`src/rtl/pair_sum_xfer.sv`:
```
// Reads 8 words from MemoryA, writes the 4 adjacent-pair sums (mod 256) to MemoryB with a sticky carry flag.
// Optional output Checksum (mod-256 sum of written bytes) is included when XFER_CHECKSUM_EN is defined.
module pair_sum_xfer #(
  parameter int AW_A = 3,
  parameter int DW   = 8
) (
  input  logic            clk,
  input  logic            rst_n,
  input  logic            Start,
  output logic [AW_A-1:0] AddrA,
  output logic            WEA,
  input  logic [DW-1:0]   DataOutA,
  output logic [AW_A-2:0] AddrB,
  output logic            WEB,
  output logic [DW-1:0]   DataInB,
  output logic            Busy,
  output logic            Done,
`ifdef XFER_CHECKSUM_EN
  output logic [DW-1:0]   Checksum,
`endif
  output logic            Overflow
);

  typedef enum logic [2:0] {
    IDLE  = 3'd0,
    READ0 = 3'd1,
    READ1 = 3'd2,
    WRITE = 3'd3,
    DONE  = 3'd4
  } state_t;

  state_t            state_q, state_d;
  logic [AW_A-2:0]   k_q, k_d;
  logic [DW-1:0]     op0_q, op0_d, op1_q, op1_d;
  logic              ovf_q, ovf_d;
  logic [DW:0]       sum_w;

  // Carry-preserving add: bit DW is the carry out of the pair sum.
  function automatic logic [DW:0] pair_add(input logic [DW-1:0] a, input logic [DW-1:0] b);
    return {1'b0, a} + {1'b0, b};
  endfunction

  assign sum_w = pair_add(op0_q, op1_q);

`ifdef XFER_CHECKSUM_EN
  logic [DW-1:0] csum_q, csum_d;
`endif

  always_comb begin
    state_d = state_q;
    k_d     = k_q;
    op0_d   = op0_q;
    op1_d   = op1_q;
    ovf_d   = ovf_q;
`ifdef XFER_CHECKSUM_EN
    csum_d  = csum_q;
`endif
    case (state_q)
      IDLE: begin
        if (Start) begin
          state_d = READ0;
          k_d     = '0;
          ovf_d   = 1'b0;
`ifdef XFER_CHECKSUM_EN
          csum_d  = '0;
`endif
        end
      end
      READ0: begin
        op0_d   = DataOutA;
        state_d = READ1;
      end
      READ1: begin
        op1_d   = DataOutA;
        state_d = WRITE;
      end
      WRITE: begin
        if (sum_w[DW]) ovf_d = 1'b1;
`ifdef XFER_CHECKSUM_EN
        csum_d = csum_q + sum_w[DW-1:0];
`endif
        if (k_q == '1) begin
          state_d = DONE;
        end else begin
          k_d     = k_q + 1'b1;
          state_d = READ0;
        end
      end
      DONE:    state_d = IDLE;
      default: state_d = IDLE;
    endcase
  end

  always_ff @(posedge clk or negedge rst_n) begin
    if (!rst_n) begin
      state_q <= IDLE;
      k_q     <= '0;
      op0_q   <= '0;
      op1_q   <= '0;
      ovf_q   <= 1'b0;
`ifdef XFER_CHECKSUM_EN
      csum_q  <= '0;
`endif
    end else begin
      state_q <= state_d;
      k_q     <= k_d;
      op0_q   <= op0_d;
      op1_q   <= op1_d;
      ovf_q   <= ovf_d;
`ifdef XFER_CHECKSUM_EN
      csum_q  <= csum_d;
`endif
    end
  end

  // Outputs decode from registered state only; Start and DataOutA never reach them combinationally.
  always_comb begin
    AddrA = '0;
    if (state_q == READ0) AddrA = {k_q, 1'b0};
    if (state_q == READ1) AddrA = {k_q, 1'b1};
  end

  assign WEA      = 1'b0;
  assign AddrB    = k_q;
  assign WEB      = (state_q == WRITE);
  assign DataInB  = (state_q == WRITE) ? sum_w[DW-1:0] : '0;
  assign Busy     = (state_q == READ0) || (state_q == READ1) || (state_q == WRITE);
  assign Done     = (state_q == DONE);
  assign Overflow = ovf_q;
`ifdef XFER_CHECKSUM_EN
  assign Checksum = csum_q;
`endif

endmodule

```
`config.mk`:
```
export PLATFORM = sky130hd
export DESIGN_NAME = pair_sum_xfer
export DESIGN_NICKNAME = d
export VERILOG_FILES = /design/src/rtl/pair_sum_xfer.sv
export SDC_FILE = /design/constraint.sdc
export NUM_CORES = 1
export LEC_CHECK = 0
export BUFFER_PORTS_ARGS = -buffer_cell sky130_fd_sc_hd__buf_2
export CAP_MARGIN = 0
export CORE_ASPECT_RATIO = 0.8
export CORE_MARGIN = 3
export CORE_UTILIZATION = 31
export CTS_BUF_LIST = sky130_fd_sc_hd__clkbuf_8
export DETAILED_ROUTE_END_ITERATION = 8
export GPL_TIMING_DRIVEN = 0
export PLACE_DENSITY_LB_ADDON = 0.15
export REMOVE_ABC_BUFFERS = 1
export SLEW_MARGIN = 20
export SYNTH_ARGS = -nofsm -noshare
export SYNTH_HDL_FRONTEND = slang
export SYNTH_SLANG_ARGS = --single-unit
```
`constraint.sdc`:
```
create_clock -name clk -period 2.9 [get_ports clk]
set_input_delay 0.725 -clock clk [delete_from_list [all_inputs] [get_ports clk]]
set_output_delay 0.725 -clock clk [all_outputs]
set_load 0.03 [all_outputs]
```
### After elaboration in Yosys (flattened, before gate mapping)

Cells that the tools add are included.

* register bits after elaboration: 22
* bits in latches: 0
* RAM bits: 0
* ROM bits: 0
* input port bits: 11
* output and inout port bits: 18
* word-level logic and storage cells: 33
* memories kept: 0

* add/subtract/negate cells: 2
* multiply operators: 0
* divide/modulo/power cells: 0
* order comparisons: 0
* equal/unequal tests: 8
* shift operators: 0
* muxes and demuxes: 12
* bitwise gates (word level): 0
* reductions and logical operators: 6

Operators by type and width (number)
* two-way mux 3 bit: 4
* one-hot mux 3 bit (4 select lines): 1
* adder 8 x 8 -> 9 bit: 1
* two-way mux 8 bit: 1
* == test 3 x 2 -> 1 bit, second input constant: 2
* AND reduction 3 bit: 2
* two-way mux 2 bit: 2
* != test 2 bit, second input constant: 2
* one-hot mux 2 bit (2 select lines): 1
* == test 3 x 1 -> 1 bit, second input constant: 1
* == test 3 bit, second input constant: 1
* zero test 3 bit: 1
* adder 2 x 1 -> 2 bit, second input constant: 1
* == test 2 bit, second input constant: 1
* logical OR 1 bit: 2
* two-way mux 1 bit: 2
* != test 2 x 1 -> 1 bit, second input constant: 1
* one-hot mux 1 bit (2 select lines): 1
* nonzero test 2 bit: 1

### Logic depth before layout (Yosys ltp)

Gate-level depths: netlist (run 1).

* depth after elaboration: 3
* mapped depth: 7
* mapped depth without buffers: 6

### Worst setup path before layout (run 1)

OpenSTA, ideal clock, no wires.

* path kind: reg-to-output
* start point: register op0_q[0]
* end point: output DataInB[6]
* data arrival time: 2.132 ns
* data required time: 2.175 ns
* path slack: 0.043 ns
* stages on the path, launching flop included: 7
* buffers on the path: 0
* path through: dfrtp_1 -> ha_1 -> fa_1 -> a211oi_1 -> o21bai_1 -> a21oi_1 -> mux2i_1

* word-level cells in the longest chain between the ends: 2

RTL lines
* start: declaration: line 34 `logic [DW-1:0] op0_q, op0_d, op1_q, op1_d;`
* start signal: assignment: line 107 `op0_q <= op0_d;`
* adder 8 x 8 -> 9 bit: line 40 `return {1'b0, a} + {1'b0, b};`
* two-way mux 8 bit: line 126 `assign DataInB = (state_q == WRITE) ? sum_w[DW-1:0] : '0;`
* end: declaration: line 15 `output logic [DW-1:0] DataInB,`

Every way passes these cells.

### Final worst setup path (run 1)

* start point: register op0_q[1]
* end point: output DataInB[5]

The elaborated chain is that of the path after synthesis.

==> results of run 1 <==
[routing by layer]
metal  routed length [µm]  vias to the layer above  share of wire  GRT usage
li1                     -                      493              -          -
met1                 1394                      452           0.48     0.1540
met2                 1333                       19           0.46     0.1865
met3                  147                        2          0.051    0.03472
met4                   19                        0         0.0066    0.02361
met5                    0                        -              0          0
[critical path: cells and delay by family (launching register included)]
| kind | cells | cell delay (ps) |
|---|---|---|
| adder cells (fa/ha/maj) | 1 | 290 |
| AND/OR/NAND/NOR | 2 | 590 |
| buffers and inverters | 1 | 130 |
| AO/OA/AOI/OAI | 2 | 490 |
| flip-flops | 1 | 390 |
[through the flow]
stage	setup WS (ps)	utilization	instances	instance area [µm²]	hold slack, ps
floorplan	42.97	-	115	1286	429.4
global placement	-17.08	0.3745	197	1490	496.8
detailed placement	6.914	0.3777	198	1503	506.0
CTS	-10.31	0.4088	207	1627	440.7
global route	-107.1	0.4142	207	1648	471.1
finish	17.21	0.4142	207	1648	427.2
[cells by family (layout without fill, tap and decap cells)]
kind of cell	Yosys count	count (layout)
compound gates	22	22
mux	19	19
flops	22	22
other cells	1	1
buf+inv	9	40
xor+xnor	3	3
simple gates	35	35
fa+ha+maj	10	10
[worst max path at each step]
stage                     from          to  slack [ps]  cells after the start
CTS                   op1_q[0]  DataInB[6]         -10                      7
detailed placement    op0_q[0]  DataInB[6]           7                      7
global placement    state_q[1]    AddrA[0]         -20                      2
floorplan             op0_q[0]  DataInB[6]          40                      6
global route          op1_q[0]  DataInB[6]        -110                      7
finish                op0_q[1]  DataInB[5]          20                      6
[cell type report]
| cell class | instances | area, µm² | area share |
|---|---|---|---|
| Multi-Input combinational cell | 90 | 770.7 | 0.4677 |
| Timing Repair Buffer | 33 | 191.4 | 0.1162 |
| Tap cell | 55 | 68.82 | 0.04176 |
| Sequential cell | 22 | 550.5 | 0.3341 |
| Clock buffer | 4 | 55.05 | 0.03341 |
| Inverter | 3 | 11.26 | 0.006834 |
[timing repair]
action	in CTS	in global routing
hold buffers	0	0
setup buffers	5	0
pin swaps	6	0
endpoints found under the setup margin	3	3
gates resized for setup	7	5
[registers in the layout (all words and copies together), names as in the netlist]
name and flops:
op0_q 8, op1_q 8, Overflow 1, AddrB 2, state_q 3
[cells in the final DEF, fill, tap and decap left out, types with 3 or more instances in the layout]
master,n
a21oi_1,4
and2_1,5
buf_2,24
buf_4,8
clkbuf_8,4
dfrtp_1,22
ha_1,7
inv_1,3
mux2_2,17
nand2_1,5
nand2b_1,3
nor2_1,7
o21ai_0,5
==> qor.yml, run 1 <==
status:
  status: "completed"
flow_run:
  maxCapViolCount: 0
critical_path:
  slowest_stage: "or4b_1"
  arrival_ps: 2160
  worstSetupEndpointType: "output pin"
  r2r_end: "Overflow"
  start_kind: "register"
  criticalPathCategory: "register to output pin"
  crit_fanout: 2
  worstPathRequired_ps: 2170
  r2r_setup_slack_ps: 1090
  worstReg2RegStart: "state_q[2]"
  slowest_delay_ps: 490
  path_cells: "ha_1, a21o_1, a311o_1, or4b_1, nand3_2, buf_6"
  reg2reg_depth: 5
sta:
  finalSetupViolCount: 0
  rsz0062_at_grt: "true"
  fin_crit_sh: 0.9941
  fin_tns_setup_ps: 0
  worstMarginPinSlew_ps: 746.4
  slew_violations: 0
  relSlewSlack: 0.5002
  finClkSkew_ps: 9.804
  fmax_mhz: 346.9
  min_period_ps: 2883
  hold_viol_final: 0
floorplan:
  core_area_um2: 3979
  row_count: 20
  io_pins: 29
  die_area_um2: 5161
  dieHeight_um: 64.86
  die_w_um: 79.58
  start_util: 0.3374
logic_synthesis:
  synth_largest_area_cell: "dfrtp_1"
  avgSynthCellArea_um2: 11.10
  synth_top_family_by_area: "multiplexers"
  ys_ff_latch: 22
  ys_top_cells_by_area: "dfrtp_1, mux2_2, ha_1"
  synth_most_common_cell: "dfrtp_1"
  synth.distinct_cells: 38
  synth_xor_area_frac: 0.01957
  synth_top_area_frac: 0.4101
  synth_common_cells: "dfrtp_1, mux2_2, ha_1"
  synth_cells: 121
  synth-compound-area-share: 0.1081
  ys.flop_type: "dfrtp_1"
  muxShareOfSynthArea: 0.1575
  synth_edf_count: 0
  yosysWarningCount: 0
  synth_fa_ha_area_frac: 0.09879
  async_flop_share: 1.000
  ys_seq_area_frac: 0.4101
  yosys.area_share.simple: 0.1528
  syn_area_um2: 1343
cts:
  numClockSinks: 22
  cts_max_level: 1
  numCtsBuffers: 3
  clkTransAtPathRegs_ps: 90
  cts-root-buf: "clkbuf_8"
  cts_buffer_depth: 2
  cts_tree: "built"
  clock_latency_ps: 270
worst_hold_path:
  hold_class: "input port to asynchronous set/reset pin"
finish:
  num-fill-cells: 389
  nets: 174
  num_antenna_cells: 0
  syn_to_final_growth_pct: 22.74
  drive_above_1_share: 0.4079
grt:
  overflow: 0
  antenna_found_initial: 0
  grt_pass1_wl_um: 4609
  grt_pass1_vias: 955
  grt_max_degree: 23
  grt_use_total: 0.1160
routing:
  via_count: 966
  final_antenna_net_count: 0
  wl_per_cell_um: 13.99
  vias_per_cell: 4.667
  drc: 0
  wl_um: 2895
  first_pass_iters: 4
  drt_iter0_drc: 33
placement:
  place_congestion: 0.7605
  portBuffers: 27
  dp_hpwl_um: 2195
Power of run 1 is left out: the tool's default activity adds up to more than one toggle a clock period on the data nets, which glitch-free logic cannot reach.
==> run 2, diff against run 1 <==
SETUP_SLACK_MARGIN = 0.2   (was default)
==> run 2 against run 1 <==
  * Sequential share of layout area is 1.0 points lower
  * Highest routed layer unchanged
  * Clock skew is 1.3 ps higher
  * Routed wire length is 3.6% higher
  * Cell area is 3.2% higher
  * Maximum frequency is 0.19% lower
  * Final cell count is 2.4% higher
  * Register-to-register slack better by 30 ps
  * Die area stayed put
==> qor.yml, run 2 (synthesized netlist as in run 1, its figures left out) <==
placement:
  portBuffers: 27  # unchanged
  place_congestion: 0.7605  # unchanged
  dp_hpwl_um: 2195  # unchanged
  dp_slack_ps: 6.914  # unchanged
grt:
  grt_pass1_wl_um: 4678  # +1.5%
  grt_use_total: 0.1174  # +0.001471
  grt_max_degree: 23  # unchanged
  overflow: 0  # unchanged
  antenna_found_initial: 0  # unchanged
  grt_pass1_vias: 978  # +2.4%
floorplan:
  die_w_um: 79.58  # unchanged
  io_pins: 29  # unchanged
  die_area_um2: 5161  # unchanged
  core_area_um2: 3979  # unchanged
  row_count: 20  # unchanged
  dieHeight_um: 64.86  # unchanged
  start_util: 0.3374  # unchanged
cts:
  cts-root-buf: "clkbuf_8"
  cts_tree: "built"
  cts_buffer_depth: 2  # unchanged
  clkTransAtPathRegs_ps: 90  # about the same
  cts_max_level: 1  # unchanged
  ctsHoldBuffers: 0  # unchanged
  numClockSinks: 22  # unchanged
  clock_latency_ps: 270  # about the same
  numCtsBuffers: 3  # unchanged
critical_path:
  r2r_setup_slack_ps: 1120  # +30 ps
  crit_family: "simple AND/OR/NAND/NOR gates"
  slowest_stage: "or4b_1"
  r2r_end: "Overflow"
  crit_fanout: 5  # +3
  reg2reg_depth: 6  # +1
  slowest_delay_ps: 490  # about the same
  worstSetupEndpointType: "output pin"
  path_cells: "ha_4, and2_0, a311o_1, or4b_1, nand3_2, buf_6"
  worstPathRequired_ps: 2170  # about the same
  start_kind: "register"
  arrival_ps: 2160  # about the same
  path_buf_inv: 1  # unchanged
  worstReg2RegStart: "op1_q[0]"
  criticalPathCategory: "register to output pin"
sta:
  slew_violations: 0  # unchanged
  setup_ws_ps: 11.69  # -5.521 ps
  worstMarginPinSlew_ps: 784.5  # +38.07 ps
  finalSetupViolCount: 0  # unchanged
  rsz0062_at_grt: "true"
  finClkSkew_ps: 11.11  # +1.304 ps
  fmax_mhz: 346.2  # -0.19%
  fin_crit_sh: 0.9960  # +0.001904
  min_period_ps: 2888  # +5.520 ps
  relSlewSlack: 0.4747  # -0.02549
  hold_viol_final: 0  # unchanged
routing:
  drc: 0  # unchanged
  wl_um: 3000  # +3.6%
  via_count: 996  # +3.1%
  wl_per_cell_um: 14.15  # +1.2%
  final_antenna_net_count: 0  # unchanged
  first_pass_iters: 2  # -2
  drt_iter0_drc: 25  # -24%
  vias_per_cell: 4.698  # +0.67%
finish:
  num-fill-cells: 386  # -0.77%
  mostFrequentLayoutCells: "dfrtp_1, buf_2, mux2_2"
  reg_top3: "op0_q x8, op1_q x8, state_q x3"
  nets: 179  # +2.9%
  num_antenna_cells: 0  # unchanged
  drive_above_1_share: 0.4459  # +0.03797
  syn_to_final_growth_pct: 26.65
status:
  status: "completed"
worst_hold_path:
  hold_class: "input port to asynchronous set/reset pin"
flow_run:
  maxCapViolCount: 0  # unchanged
==> run 2: changes by cell type in the layout (fill, tap and decap cells not counted) <==
cell        delta
nor3_2         +1
a211oi_2       +1
o22ai_2        +1
a211oi_1       -1
buf_4          +6
inv_1          -1
buf_6          +1
buf_2          -2
o22ai_4        -1
nor3_1         -1
clkinvlp_4     +1
==> run 2: what timing repair did <==
action                                  4_1_cts  5_1_grt
gates resized for setup                      14        3
endpoints found under the setup margin        4        7
setup buffers                                 6        4
endpoints found under the hold margin         0        0
pin swaps                                     7        0
==> run 2: cell type report <==
cell class | instances | area (µm²) | area share
clock buffer | 4 | 55.05 | 0.03238
inverter | 3 | 15.01 | 0.008830
multi-input combinational | 90 | 773.2 | 0.4547
sequential | 22 | 550.5 | 0.3238
tap | 55 | 68.82 | 0.04047
timing repair buffer | 38 | 237.7 | 0.1398
==> run 2: how the worst max path moves through the flow <==
stage	from	end	slack, ps	cells past startpoint
4_1_cts	op1_q[0]	DataInB[6]	-10	7
3_3_place_gp	state_q[1]	AddrA[0]	-20	2
2_1_floorplan	op0_q[0]	DataInB[6]	40	6
6_report	op0_q[3]	DataInB[5]	10	6
5_1_grt	op1_q[0]	DataInB[6]	-100	7
3_5_place_dp	op0_q[0]	DataInB[6]	7	7
==> run 2: stage by stage <==
step	std cells	hold WS (ps)	cell area [µm²]	setup TNS (ps)	util
floorplan	115	429.4	1286	0	-
global placement	197	496.8	1490	-17.08	0.3745
detailed placement	198	506.0	1503	0	0.3777
CTS	208	440.7	1664	-10.31	0.4182
global route	212	471.9	1700	-159.8	0.4274
finish	212	425.1	1700	0	0.4274
==> run 2: worst register-to-register path, delay by kind of cell (launching register included) <==
kind / cells / cell delay [ps]
AOI/OAI and AO/OA: 3 / 580
adders and majority gates: 2 / 590
DFF: 1 / 390
and+or+nand+nor: 1 / 110
==> run 2: layer usage <==
metal | wire (µm) | vias to the layer above | track usage | part of all wire
li1 | - | 504 | - | -
met1 | 1435 | 468 | 0.1515 | 0.48
met2 | 1376 | 20 | 0.1927 | 0.46
met3 | 150 | 4 | 0.03611 | 0.050
met4 | 38 | 0 | 0.02575 | 0.013
met5 | 0 | - | 0 | 0
Power of run 2 is left out for the same reason.
